[src/rtl/usb_txn_scheduler.sv]
// usb_txn_scheduler: shares one read/write transaction engine between two
// requesters with round-robin grant, per-attempt timeout and bounded retry.
module usb_txn_scheduler #(
   parameter int unsigned MAX_RETRY = 2,
   parameter int unsigned TIMEOUT   = 4096
) (
   input  logic        clock,
   input  logic        reset,
   input  logic [1:0]  req_valid,
   input  logic [1:0]  req_write,
   input  logic [15:0] req_mempage0,
   input  logic [15:0] req_mempage1,
   input  logic [63:0] req_wdata0,
   input  logic [63:0] req_wdata1,
   output logic [1:0]  done,
   output logic        resp_success,
   output logic        resp_timeout,
   output logic [63:0] resp_rdata,
   output logic        busy,
   output logic        read_start,
   output logic        write_start,
   output logic [15:0] read_mempage,
   output logic [15:0] write_mempage,
   output logic [63:0] write_data,
   input  logic        finished,
   input  logic        read_success,
   input  logic        write_success,
   input  logic [63:0] read_data
);

   localparam int unsigned TW = (TIMEOUT > 1) ? $clog2(TIMEOUT) : 1;
   localparam int unsigned RW = (MAX_RETRY > 0) ? $clog2(MAX_RETRY + 1) : 1;

   localparam logic [2:0] S_IDLE  = 3'd0;
   localparam logic [2:0] S_ISSUE = 3'd1;
   localparam logic [2:0] S_WAIT  = 3'd2;
   localparam logic [2:0] S_RESP  = 3'd3;
   localparam logic [2:0] S_DRAIN = 3'd4;

   logic [2:0]    state, state_nx;
   logic          last_grant, last_grant_nx;
   logic          grant, grant_nx;
   logic          op, op_nx;
   logic [15:0]   page, page_nx;
   logic [63:0]   wdata, wdata_nx;
   logic [RW-1:0] retry_cnt, retry_cnt_nx;
   logic          retry_flag, retry_flag_nx;
   logic [TW-1:0] timer, timer_nx;

   logic [1:0]    done_nx;
   logic          resp_success_nx, resp_timeout_nx;
   logic [63:0]   resp_rdata_nx;
   logic          busy_nx, read_start_nx, write_start_nx;

   logic          grant_sel, attempt_end, attempt_ok;

   // Engine addressing comes straight from the grant-time latches.
   assign read_mempage  = page;
   assign write_mempage = page;
   assign write_data    = wdata;

   // Next-state, latch and registered-output computation.
   always_comb begin
      state_nx        = state;
      last_grant_nx   = last_grant;
      grant_nx        = grant;
      op_nx           = op;
      page_nx         = page;
      wdata_nx        = wdata;
      retry_cnt_nx    = retry_cnt;
      retry_flag_nx   = retry_flag;
      timer_nx        = timer;
      done_nx         = 2'b00;
      resp_success_nx = resp_success;
      resp_timeout_nx = resp_timeout;
      resp_rdata_nx   = resp_rdata;
      grant_sel       = 1'b0;
      attempt_end     = 1'b0;
      attempt_ok      = 1'b0;

      case (state)
         S_IDLE: begin
            if (|req_valid) begin
               // On a tie the requester not served last wins.
               grant_sel     = (req_valid == 2'b11) ? ~last_grant : req_valid[1];
               grant_nx      = grant_sel;
               last_grant_nx = grant_sel;
               op_nx         = req_write[grant_sel];
               page_nx       = grant_sel ? req_mempage1 : req_mempage0;
               wdata_nx      = grant_sel ? req_wdata1 : req_wdata0;
               retry_cnt_nx  = '0;
               retry_flag_nx = 1'b0;
               state_nx      = S_ISSUE;
            end
         end
         S_ISSUE: begin
            timer_nx = '0;
            state_nx = S_WAIT;
         end
         S_WAIT: begin
            timer_nx    = timer + TW'(1);
            attempt_end = finished || (timer == TW'(TIMEOUT - 1));
            attempt_ok  = finished && (op ? write_success : read_success);
            if (attempt_end) begin
               if (attempt_ok || (retry_cnt == RW'(MAX_RETRY))) begin
                  state_nx        = S_RESP;
                  done_nx         = grant ? 2'b10 : 2'b01;
                  resp_success_nx = attempt_ok;
                  resp_timeout_nx = !finished;
                  resp_rdata_nx   = (op || !finished) ? 64'd0 : read_data;
               end else begin
                  retry_cnt_nx  = retry_cnt + RW'(1);
                  retry_flag_nx = 1'b1;
                  state_nx      = S_DRAIN;
               end
            end
         end
         S_RESP: begin
            state_nx = S_DRAIN;
         end
         S_DRAIN: begin
            // Never restart the engine while it still reports finished.
            if (!finished) begin
               if (retry_flag) begin
                  retry_flag_nx = 1'b0;
                  state_nx      = S_ISSUE;
               end else begin
                  state_nx = S_IDLE;
               end
            end
         end
         default: begin
            state_nx = S_IDLE;
         end
      endcase

      busy_nx        = (state_nx != S_IDLE);
      read_start_nx  = (state_nx == S_ISSUE) && !op_nx;
      write_start_nx = (state_nx == S_ISSUE) && op_nx;
   end

   // State, latches and outputs; synchronous reset clears everything.
   always_ff @(posedge clock) begin
      if (reset) begin
         state        <= S_IDLE;
         last_grant   <= 1'b1;
         grant        <= 1'b0;
         op           <= 1'b0;
         page         <= '0;
         wdata        <= '0;
         retry_cnt    <= '0;
         retry_flag   <= 1'b0;
         timer        <= '0;
         done         <= 2'b00;
         resp_success <= 1'b0;
         resp_timeout <= 1'b0;
         resp_rdata   <= '0;
         busy         <= 1'b0;
         read_start   <= 1'b0;
         write_start  <= 1'b0;
      end else begin
         state        <= state_nx;
         last_grant   <= last_grant_nx;
         grant        <= grant_nx;
         op           <= op_nx;
         page         <= page_nx;
         wdata        <= wdata_nx;
         retry_cnt    <= retry_cnt_nx;
         retry_flag   <= retry_flag_nx;
         timer        <= timer_nx;
         done         <= done_nx;
         resp_success <= resp_success_nx;
         resp_timeout <= resp_timeout_nx;
         resp_rdata   <= resp_rdata_nx;
         busy         <= busy_nx;
         read_start   <= read_start_nx;
         write_start  <= write_start_nx;
      end
   end

endmodule

[config.mk]
export PLATFORM = sky130hd
export DESIGN_NAME = usb_txn_scheduler
export DESIGN_NICKNAME = d
export VERILOG_FILES = /design/src/rtl/usb_txn_scheduler.sv
export SDC_FILE = /design/constraint.sdc
export NUM_CORES = 1
export LEC_CHECK = 0
export CORE_AREA = 2 2 154 156
export CTS_CLUSTER_SIZE = 28
export DETAILED_ROUTE_END_ITERATION = 7
export DIE_AREA = 0 0 156 158
export PLACE_DENSITY = 0.69
export SETUP_SLACK_MARGIN = 0.2
export SYNTH_ARGS = -nofsm -noshare
export SYNTH_HDL_FRONTEND = slang
export SYNTH_SLANG_ARGS = --single-unit
[constraint.sdc]
create_clock -name clock -period 3.27 [get_ports clock]
set_input_delay 0.8175 -clock clock [delete_from_list [all_inputs] [get_ports clock]]
set_output_delay 0.8175 -clock clock [all_outputs]
set_load 0.005 [all_outputs]
Yosys cells after proc, flatten, opt, wreduce, memory -nomap -nowiden
Cells that the tools add are included.
{"block": "totals", "register_bits": 172, "output_inout_bits": 167, "in_bits": 233}
{"block": "op_classes", "mux": 26, "reduce_logical": 19, "bitwise": 4, "n_addsub": 2, "magnitude_cmp": 1, "n_eq_ne": 12}
{"cell": "$mux W64", "count": 2}
{"cell": "$pmux W12 S2", "count": 1}
{"cell": "$mux W16", "count": 1}
{"cell": "$pmux W3 S5", "count": 1}
{"cell": "$add A12 B1 Y12 const B", "count": 1}
{"cell": "$eq A12 B12 Y1 const B", "count": 1}
{"cell": "$mux W3", "count": 4}
{"cell": "$mux W1", "count": 11}
{"cell": "$mux W2", "count": 4}
{"cell": "$ne A2 B2 Y1 const B", "count": 4}
{"cell": "$eq A3 B1 Y1 const B", "count": 2}
{"cell": "$eq A3 B2 Y1 const B", "count": 2}
{"cell": "$reduce_bool A3 Y1", "count": 2}
{"cell": "$reduce_and A5 Y1", "count": 1}
{"cell": "$eq A2 B2 Y1 const B", "count": 2}
{"cell": "$not A1 Y1", "count": 4}
{"cell": "$pmux W2 S2", "count": 1}
{"cell": "$reduce_and A4 Y1", "count": 1}
{"cell": "$reduce_bool A2 Y1", "count": 2}
{"cell": "$reduce_or A4 Y1", "count": 1}
{"cell": "$eq A3 B3 Y1 const B", "count": 1}
{"cell": "$logic_and A1 B1 Y1", "count": 3}
{"cell": "$logic_not A3 Y1", "count": 1}
{"cell": "$logic_or A1 B1 Y1", "count": 3}
{"cell": "other kinds (7)", "count": 8}

Longest topological paths before layout
Gate-level depths: netlist (run 1).
{"block": "logic_depth", "depth_word": 8, "ltp_mapped": 8}

Worst setup path before layout (run 1)
Ideal clock, no wire load.
{"block": "synth_path", "path_type": "input to register", "start": "input write_success", "end": "register resp_rdata[10]", "required_ns": 3.153, "path_buffers": 2, "path_stages": 6, "setup_ns": 0.117, "setup_slack_ns": 1.197, "arrival_ns": 1.956, "cell_sequence": "mux2_2 > o211a_4 > nor3b_2 > buf_4 > buf_4 > a22o_1"}
{"block": "synth_via", "elab_chain_len": 4}
{"element": "from (decl)", "line_no": "27", "text": "input logic write_success,"}
{"element": "$mux W1", "line_no": "103", "text": "attempt_ok = finished && (op ? write_success : read_success);"}
{"element": "$logic_and A1 B1 Y1", "line_no": "103"}
{"element": "$logic_or A1 B1 Y1", "line_no": "105", "text": "if (attempt_ok || (retry_cnt == RW'(MAX_RETRY))) begin"}
{"element": "$reduce_and A3 Y1 (no line)"}
{"element": "to (signal assigned)", "line_no": "174", "text": "resp_rdata <= resp_rdata_nx;"}
{"element": "to (decl)", "line_no": "18", "text": "output logic [63:0] resp_rdata,"}
Every way passes these cells.
A chain may end at the register's enable or synchronous reset.

Worst setup path in the final report (run 1)
{"block": "layout_path", "start": "register state[1]", "end": "register resp_rdata[50]"}
{"block": "layout_via", "elab_chain_len": 2}
{"element": "from (decl)", "line_no": "40", "text": "logic [2:0] state, state_nx;"}
{"element": "from (signal assigned)", "line_no": "162", "text": "state <= state_nx;"}
{"element": "$eq A3 B2 Y1", "line_no": "81", "text": "case (state)"}
{"element": "$reduce_and A3 Y1 (no line)"}
Every way passes these cells.

==> flow_summary.yaml, run 1 <==
routing:
  ant_nets: 0
  vias_per_cell: 4.826
  wirelength_mm: 23.51
  wl_per_cell_microns: 17.67
  drc_errors: 0
  drt_pass1_iterations: 5
  drt-initial-drc-count: 318
  routed-via-count: 6419
min_path:
  min_path_type: "reg2reg"
status:
  outcome: "complete, no violations"
worst_setup_path:
  cp_data_arrival_time_ns: 2.79
  worstPathMaxFanout: 64
  worst_ep_required_time_ns: 3.62
  ff2ff_setup_slack_ns: 0.83
  cp-start-kind: "flip-flop"
  worstSetupEndpointType: "flip-flop"
  path_class: "reg2reg"
grt:
  antenna_found_initial: 0
  gr-total-overflow: 0
  grt_pass1_wl_mm: 34.12
  grt_pass1_vias: 6030
  grt_max_degree: 112
  grt_use_total_pct: 18.13
timing:
  finalMaxSlewViolations: 0
  timing.final.crit_period_ns: 2.438
  hold_viol: 0
  max_slew_margin_pct: 46.59
  period_share_pct: 74.57
  fin_skew_ns: 0.01116
  tightest_slew_ns: 0.8012
  setup_viol: 0
  rsz0062_at_grt: "no"
  setup_tns_ns: 0
  max_freq_ghz: 0.4101
cts:
  cts_resized: 0
  cts_root_buf: "clkbuf_16"
  clockBufferDepth: 2
  cts_buffers: 17
  cts_tree: "done"
  clk_latency_ns: 0.42
  cts_hold_buf: 0
  clkTransAtPathRegs_ns: 0.06
  cts.sinks: 172
  cts_setup_buffers: 0
  htreeDepth: 4
pwr:
  combPwrFrac_pct: 25.1
  p_leak_uw: 0.004307
  power.density_mw_per_mm2: 532.5
  seqPwrFrac_pct: 39.8
  ir_drop_uv: 360.7
  p_int_uw: 4537
  p_clk_share_pct: 35.1
  swShare_pct: 26.77
  switchingPower_uw: 1659
synthesis:
  synth_top_flop_cell: "dfxtp_1"
  ys_warn_count: 0
  ys_seq_area_share_pct: 49.96
  synth_edf_count: 0
  synth.distinct_cells: 50
  synth_xor_area_share_pct: 0
  muxShareOfSynthArea_pct: 12.53
  synthAdderAreaFrac_pct: 0.3631
  synth_nets: 903
  synth_compound_area_share_pct: 21.59
  synth_top_family_by_area: "compound AO/OA/AOI/OAI gates"
  synth_cells: 668
  synth_area_sq_mm: 0.006892
  avgSynthCellArea_sq_um: 10.32
  async_flop_share_pct: 0
  ys_seq_elements: 172
  synthSimpleGateAreaFrac_pct: 9.205
final_layout:
  utilization_pct: 50.48
  final_nets: 1263
  diodes: 0
  drive_gt1_share_pct: 5.481
  final_common_cell: "clkdlybuf4s50_1"
  seqCellArea_sq_mm: 0.003443
  multi_input_area_sq_mm: 0.003043
  syn2layout_area_growth_pct: 68.85
  layout_common_cells: "clkdlybuf4s50_1 (398), dfxtp_1 (172), nor2_1 (93)"
  fillers: 2111
floorplan:
  initial_utilization_pct: 29.90
  row_count: 56
  die_width_microns: 156
  dieArea_sq_mm: 0.02465
  fp.coreArea_sq_mm: 0.02305
  io-pin-count: 400
  dieHeight_microns: 158
placement:
  port_buffers: 399
  dp_hpwl_mm: 18.05
  globalplace.congestion: 0.7752
run:
  cap_violations: 0
==> power by group through the flow <==
stage / combinational [uW] / sequential (uW) / clock [uW]
after CTS: 1580 / 2470 / 2240
after detailed placement: 1570 / 2510 / 0
after floorplan: 690 / 2500 / 0
final: 1560 / 2460 / 2170
after global routing: 1690 / 2490 / 2330
after global placement: 1560 / 2510 / 0
==> per-layer routing <==
| metal | share of wire (%) | global-route usage, % | vias up |
|---|---|---|---|
| met1 | 42 | 22.06 | 2930 |
| met3 | 7.5 | 5.584 | 20 |
| met2 | 49 | 31.25 | 278 |
| met4 | 1.3 | 4.587 | 0 |
| met5 | 0 | 0 | - |
| li1 | - | - | 3191 |
==> synthesized netlist by cell type (3+ instances only) <==
cell type	instances	area (sq um)
a21oi_1	13	65.06
a22o_1	64	560.5
a211oi_1	81	608.1
mux2i_1	84	840.8
buf_2	32	160.2
inv_1	7	26.28
dfxtp_1	172	3443
a311oi_1	3	26.28
nand2_1	8	30.03
o21a_1	3	22.52
or4_1	3	22.52
o21ai_0	8	40.04
nand3_1	5	25.02
o311ai_0	4	35.03
nor2_1	93	349.1
clkbuf_1	13	48.80
nor3_1	5	25.02
or3_1	4	25.02
buf_4	25	187.7
==> kinds of logic (layout without fill, tap and decap cells) <==
logic type,count (synthesis),count (layout)
compound gates,191,191
flops,172,172
simple gates,138,138
mux,86,86
buf+inv,79,451
fa+ha+maj,2,2
==> critical path: stages, from the launching register on <==
cell	delay (ns)
dfxtp_1	0.58
nor3b_4	0.49
o211a_4	0.29
nor3b_4	0.17
buf_4	0.57
a22o_1	0.23
==> per-stage QoR <==
stage               power [uW]  hold WS, ns  cells  area [sq um]  worst slack, ns
floorplan                 3186       0.4161    668          6892            1.197
global placement          4065       0.4438   1299         11010           0.5076
detailed placement        4084       0.4570   1299         11010           0.4545
CTS                       6289       0.4667   1330         11640           0.8517
global route              6517       0.4714   1330         11640           0.6485
finish                    6196       0.4652   1330         11640           0.8316
==> registers in the layout, summed over array words and instances (netlist names) <==
signal and count:
resp_timeout 1, grant 1, write_start 1, read_mempage 16, last_grant 1, read_start 1
timer 12, resp_success 1, write_data 64, resp_rdata 64, retry_flag 1, retry_cnt 2
op 1, state 3, done 2, busy 1
==> area by class of cell <==
cell class / instances / share of cell area (%)
Clock buffer: 19 / 3.806
Clock inverter: 12 / 1.613
Inverter: 8 / 0.2581
Multi-Input combinational cell: 417 / 26.15
Sequential cell: 172 / 29.59
Tap cell: 290 / 3.118
Timing Repair Buffer: 412 / 35.46
==> worst paths after layout <==
check	start	to	cells after the start
worst min register to register	retry_cnt[0]	retry_cnt[0]	2
worst min-delay path	retry_cnt[0]	retry_cnt[0]	2
worst max-delay path	state[1]	resp_rdata[50]	5
worst max register to register	state[1]	resp_rdata[50]	5
Note: power is estimated with default switching activity, not from simulation.
==> run 2, diff against run 1 <==
--- a/config.mk
+++ b/config.mk
@@ -5,11 +5,11 @@
 export SDC_FILE = /design/constraint.sdc
 export NUM_CORES = 1
 export LEC_CHECK = 0
-export CORE_AREA = 2 2 154 156
+export CORE_AREA = 2 2 155 157
 export CTS_CLUSTER_SIZE = 28
 export DETAILED_ROUTE_END_ITERATION = 7
-export DIE_AREA = 0 0 156 158
-export PLACE_DENSITY = 0.69
+export DIE_AREA = 0 0 157 159
+export PLACE_DENSITY = 0.68
 export SETUP_SLACK_MARGIN = 0.2
 export SYNTH_ARGS = -nofsm -noshare
 export SYNTH_HDL_FRONTEND = slang
==> constraint.sdc (replaced) <==
create_clock -name clock -period 2.37 [get_ports clock]
set_input_delay 0.5925 -clock clock [delete_from_list [all_inputs] [get_ports clock]]
set_output_delay 0.5925 -clock clock [all_outputs]
set_load 0.005 [all_outputs]
==> run 2 against run 1 <==
Net effect:
- die area is 1.3% higher
- largest power group unchanged
- routed wire length is 0.17% lower
- hold slack worse by 0.033 ns
- sequential share of layout area down 0.71 points
- combinational power rose by 47%
- via count up 0.30%
- register-to-register slack worse by 0.37 ns
==> flow_summary.yaml, run 2 (same netlist as run 1, synthesis figures left out) <==
status:
  outcome: "complete, no violations"
routing:
  wirelength_mm: 23.47
  wl_per_cell_microns: 16.96
  vias_per_cell: 4.652
  drt-initial-drc-count: 378
  drt_pass1_iterations: 4
  drc_errors: 0
  routed-via-count: 6438
  ant_nets: 0
timing:
  hold_viol: 0
  timing.final.crit_period_ns: 2.025
  rsz0062_at_grt: "no"
  fin_hold_ws_ns: 0.4327
  max_slew_margin_pct: 51.34
  fin_skew_ns: 0.01256
  tightest_slew_ns: 0.7298
  setup_viol: 0
  finalMaxSlewViolations: 0
  max_freq_ghz: 0.4937
  setup_ws_ns: 0.3446
  period_share_pct: 85.46
cts:
  cts_setup_buffers: 0
  cts_hold_buf: 0
  cts_tree: "done"
  clockBufferDepth: 2
  cts_root_buf: "clkbuf_16"
  htreeDepth: 4
  cts_buffers: 17
  clkTransAtPathRegs_ns: 0.07
  cts.sinks: 172
  cts_resized: 0
  clk_latency_ns: 0.42
floorplan:
  dieArea_sq_mm: 0.02496
  row_count: 56
  fp.coreArea_sq_mm: 0.02319
  die_width_microns: 157
  initial_utilization_pct: 29.72
  io-pin-count: 400
  dieHeight_microns: 159
worst_setup_path:
  worst_ep_required_time_ns: 1.78
  crit_start: "read_mempage[2]"
  crit_slowest_cell: "clkdlybuf4s50_1"
  r2r_start: "retry_cnt[0]"
  path_buf_inv: 1
  worstPathCellList: "clkdlybuf4s50_1"
  worstSetupEndpointType: "output port"
  path_class: "reg2out"
  cp-start-kind: "flip-flop"
  worstPathMaxFanout: 3
  cp_data_arrival_time_ns: 1.43
  critPathTopFamily: "buffers and inverters"
  cpPeakStageDelay_ns: 0.59
min_path:
  min_path_type: "in2reg"
  holdCritStartpoint: "reset"
grt:
  grt_max_degree: 67
  grt_pass1_wl_mm: 35.47
  gr-total-overflow: 0
  grt_pass1_vias: 6213
  grt_use_total_pct: 18.31
  antenna_found_initial: 0
final_layout:
  final_common_cell: "clkdlybuf4s50_1"
  syn2layout_area_growth_pct: 73.02
  final_nets: 1288
  layout_common_cells: "clkdlybuf4s50_1 (398), dfxtp_1 (172), nor2_1 (93)"
  drive_gt1_share_pct: 7.793
  diodes: 0
  utilization_pct: 51.41
placement:
  port_buffers: 399
  dp_hpwl_mm: 18.47
  dp_slack_ns: -0.004540
  globalplace.congestion: 0.8396
pwr:
  p_leak_uw: 0.004447
  power.density_mw_per_mm2: 715.4
  ir_drop_uv: 394.5
run:
  cap_violations: 0
## run 2: metrics by stage
| step | power (uW) | instances | setup TNS [ns] | area, sq um |
|---|---|---|---|---|
| finish | 8530 | 1384 | 0 | 11920 |
| global route | 8990 | 1384 | 0 | 11920 |
| CTS | 8651 | 1384 | 0 | 11920 |
| detailed placement | 5779 | 1353 | -0.01091 | 11330 |
| global placement | 5756 | 1353 | 0 | 11330 |
| floorplan | 4396 | 668 | 0 | 6892 |
## run 2: final cells by class
class | count | area [sq um]
fillers | 2111 | 11270
repair buffers | 437 | 4414
flip-flops and latches | 172 | 3443
multi-input cells | 417 | 3043
clock buffers | 18 | 439.2
well taps | 319 | 399.1
clock inverters | 13 | 155.1
inverters | 8 | 30.03
## run 2: worst register-to-register path: cells and delay by family, from the launching register on
kind            cells  cell delay [ns]
flops               1             0.33
mux                 1             0.20
buf+inv             1             0.06
compound gates      1             0.29
simple gates        2             0.72
fa+ha+maj           1             0.25
## run 2: layer usage
metal / track usage [%] / vias up / routed length [microns]
li1: - / 3238 / -
met4: 6.172 / 0 / 570
met2: 30.02 / 266 / 10860
met3: 6.532 / 27 / 2065
met5: 0 / - / 0
met1: 22.18 / 2907 / 9971
## run 2: path summary, 6_finish.rpt
check,to,slack [ns],cells after the start
hold / removal,timer[0],0.43,2
hold reg to reg,retry_cnt[0],0.46,2
setup / recovery,write_mempage[2],0.34,1
setup reg to reg,retry_cnt[1],0.46,6
## run 2: where the power goes
group          leakage, uW  internal [uW]  total (uW)  switching, uW
Sequential         0.00141           3200        3390            192
Combinational      0.00275           1370        2300            925
Clock             0.000288           1610        2840           1230
Total              0.00445           6180        8530           2350
==> run 3, diff against run 2 <==
--- a/config.mk
+++ b/config.mk
@@ -5,11 +5,12 @@
 export SDC_FILE = /design/constraint.sdc
 export NUM_CORES = 1
 export LEC_CHECK = 0
-export CORE_AREA = 2 2 155 157
+export CORE_AREA = 2 2 154 156
 export CTS_CLUSTER_SIZE = 28
 export DETAILED_ROUTE_END_ITERATION = 7
-export DIE_AREA = 0 0 157 159
-export PLACE_DENSITY = 0.68
+export DIE_AREA = 0 0 156 158
+export PLACE_DENSITY = 0.69
+export REMOVE_ABC_BUFFERS = 1
 export SETUP_SLACK_MARGIN = 0.2
 export SYNTH_ARGS = -nofsm -noshare
 export SYNTH_HDL_FRONTEND = slang
==> constraint.sdc (replaced) <==
create_clock -name clock -period 2.41 [get_ports clock]
set_input_delay 0.6025 -clock clock [delete_from_list [all_inputs] [get_ports clock]]
set_output_delay 0.6025 -clock clock [all_outputs]
set_load 0.005 [all_outputs]
==> run 3 against run 2 <==
Net effect:
- cell count down 2.2%
- critical path depth up 6
- flip-flop and latch count unchanged
- sequential share of layout area up 0.25 points
- first-iteration DRC count down 20%
- count of clock-buffer cells in the layout up 1
- via count down 1.4%
- die area down 1.3%
- critical path type is now in2reg
- highest routed layer unchanged
==> flow_summary.yaml, run 3 (same netlist as run 1, synthesis figures left out) <==
worst_setup_path:
  worstSetupEndpointType: "flip-flop"
  r2r_start: "timer[0]"
  cp-start-kind: "input port"
  cp_data_arrival_time_ns: 2.37
  path_class: "in2reg"
  critPathTopFamily: "buffers and inverters"
  worst_ep_required_time_ns: 2.77
  worstPathCellList: "clkdlybuf4s50_1 -> mux2_2 -> o211a_4 -> buf_4 -> a21oi_4 -> buf_12 -> a22o_1"
  path_buf_inv: 3
  worstPathMaxFanout: 64
  crit_slowest_cell: "clkdlybuf4s50_1"
  ff2ff_path_depth: 6
  cpPeakStageDelay_ns: 0.41
  r2r-end: "resp_rdata[53]"
  ff2ff_setup_slack_ns: 0.42
timing:
  fin_skew_ns: 0.01345
  tightest_slew_ns: 0.5364
  setup_viol: 0
  max_freq_ghz: 0.4983
  setup_tns_ns: 0
  fin_hold_ws_ns: 0.4652
  max_slew_margin_pct: 64.20
  timing.final.crit_period_ns: 2.007
  rsz0062_at_grt: "no"
  period_share_pct: 83.26
  hold_viol: 0
  finalMaxSlewViolations: 0
min_path:
  holdCritStartpoint: "retry_cnt[1]"
  worstHoldPathCells: 2
  hold_end: "retry_cnt[1]"
  min_path_type: "reg2reg"
cts:
  clockBufferDepth: 2
  clk_latency_ns: 0.42
  cts_buffers: 17
  cts_setup_buffers: 0
  cts_resized: 0
  cts_root_buf: "clkbuf_16"
  cts.sinks: 172
  cts_hold_buf: 0
  clkTransAtPathRegs_ns: 0.07
  htreeDepth: 4
  cts_tree: "done"
routing:
  routed-via-count: 6349
  wirelength_mm: 22.52
  drc_errors: 0
  wl_per_cell_microns: 16.63
  drt_pass1_iterations: 4
  vias_per_cell: 4.689
  ant_nets: 0
  drt-initial-drc-count: 301
grt:
  gr-total-overflow: 0
  antenna_found_initial: 0
  grt_pass1_wl_mm: 33.21
  grt_max_degree: 103
  grt_pass1_vias: 6016
  grt_use_total_pct: 17.44
pwr:
  p_leak_uw: 0.004425
  ir_drop_uv: 365.9
  power.density_mw_per_mm2: 690.8
floorplan:
  die_width_microns: 156
  dieArea_sq_mm: 0.02465
  initial_utilization_pct: 29.90
  dieHeight_microns: 158
  io-pin-count: 400
  row_count: 56
  fp.coreArea_sq_mm: 0.02305
final_layout:
  drive_gt1_share_pct: 7.613
  syn2layout_area_growth_pct: 71.53
  diodes: 0
  final_cells: 1354
  layout_common_cells: "clkdlybuf4s50_1 (398), dfxtp_1 (172), nor2_1 (93)"
  final_common_cell: "clkdlybuf4s50_1"
  final_nets: 1287
status:
  outcome: "complete, no violations"
placement:
  globalplace.congestion: 0.7768
  dp_cells: 1323
  port_buffers: 399
  dp_hpwl_mm: 17.64
run:
  cap_violations: 0
==> run 3: changes by cell type in the layout (fill, tap and decap cells not counted), sizes merged <==
cell	delta
inv	+2
clkbuf	+1
bufinv	-2
clkinvlp	-1
buf	-1
==> run 3: worst max path at each step <==
stage | from | to | slack [ns] | depth (start not counted)
2_1_floorplan | req_valid[1] | read_start | -5.00 | 4
3_3_place_gp | write_success | resp_rdata[11] | 0.03 | 7
3_5_place_dp | write_success | resp_rdata[59] | -0.02 | 6
4_1_cts | read_mempage[7] | write_mempage[7] | 0.38 | 1
5_1_grt | timer[0] | resp_rdata[40] | 0.28 | 6
6_report | write_success | resp_rdata[53] | 0.40 | 7
==> run 3: layer usage <==
| layer | wire length [microns] | track usage, % |
|---|---|---|
| met3 | 1811 | 5.338 |
| met1 | 9299 | 20.52 |
| met2 | 11030 | 30.45 |
| met4 | 379 | 5.505 |
| met5 | 0 | 0 |
==> run 3: where the power goes <==
| group | leakage, uW | internal [uW] | switching (uW) |
|---|---|---|---|
| Combinational | 0.00275 | 1340 | 914 |
| Clock | 0.000269 | 1380 | 1220 |
| Sequential | 0.00141 | 3140 | 172 |
| Total | 0.00443 | 5860 | 2300 |
==> run 3: tightest hold or removal path, delay by kind of cell (launching register included) <==
kind | cells | cell delay [ns]
flip-flops | 1 | 0.31
multiplexers | 1 | 0.06
AND/OR/NAND/NOR | 1 | 0.05
==> run 3: per-stage QoR <==
step / total power (uW) / utilization (%) / worst slack (ns) / instance area [sq um]
CTS: 8291 / 51.28 / 0.3834 / 11820
global placement: 5632 / 48.90 / 0.03332 / 11270
finish: 8166 / 51.28 / 0.4034 / 11820
global route: 8587 / 51.28 / 0.2824 / 11820
floorplan: 4278 / - / -5.001 / 6484
detailed placement: 5662 / 48.90 / -0.02053 / 11270
==> run 3: area by class of cell <==
class / count / area, sq um
inverter: 8 / 30.03
fill: 2137 / 11230
sequential: 172 / 3443
timing repair buffer: 436 / 4394
multi-input combinational: 417 / 3043
tap: 290 / 362.8
clock inverter: 12 / 105.1
clock buffer: 19 / 442.9
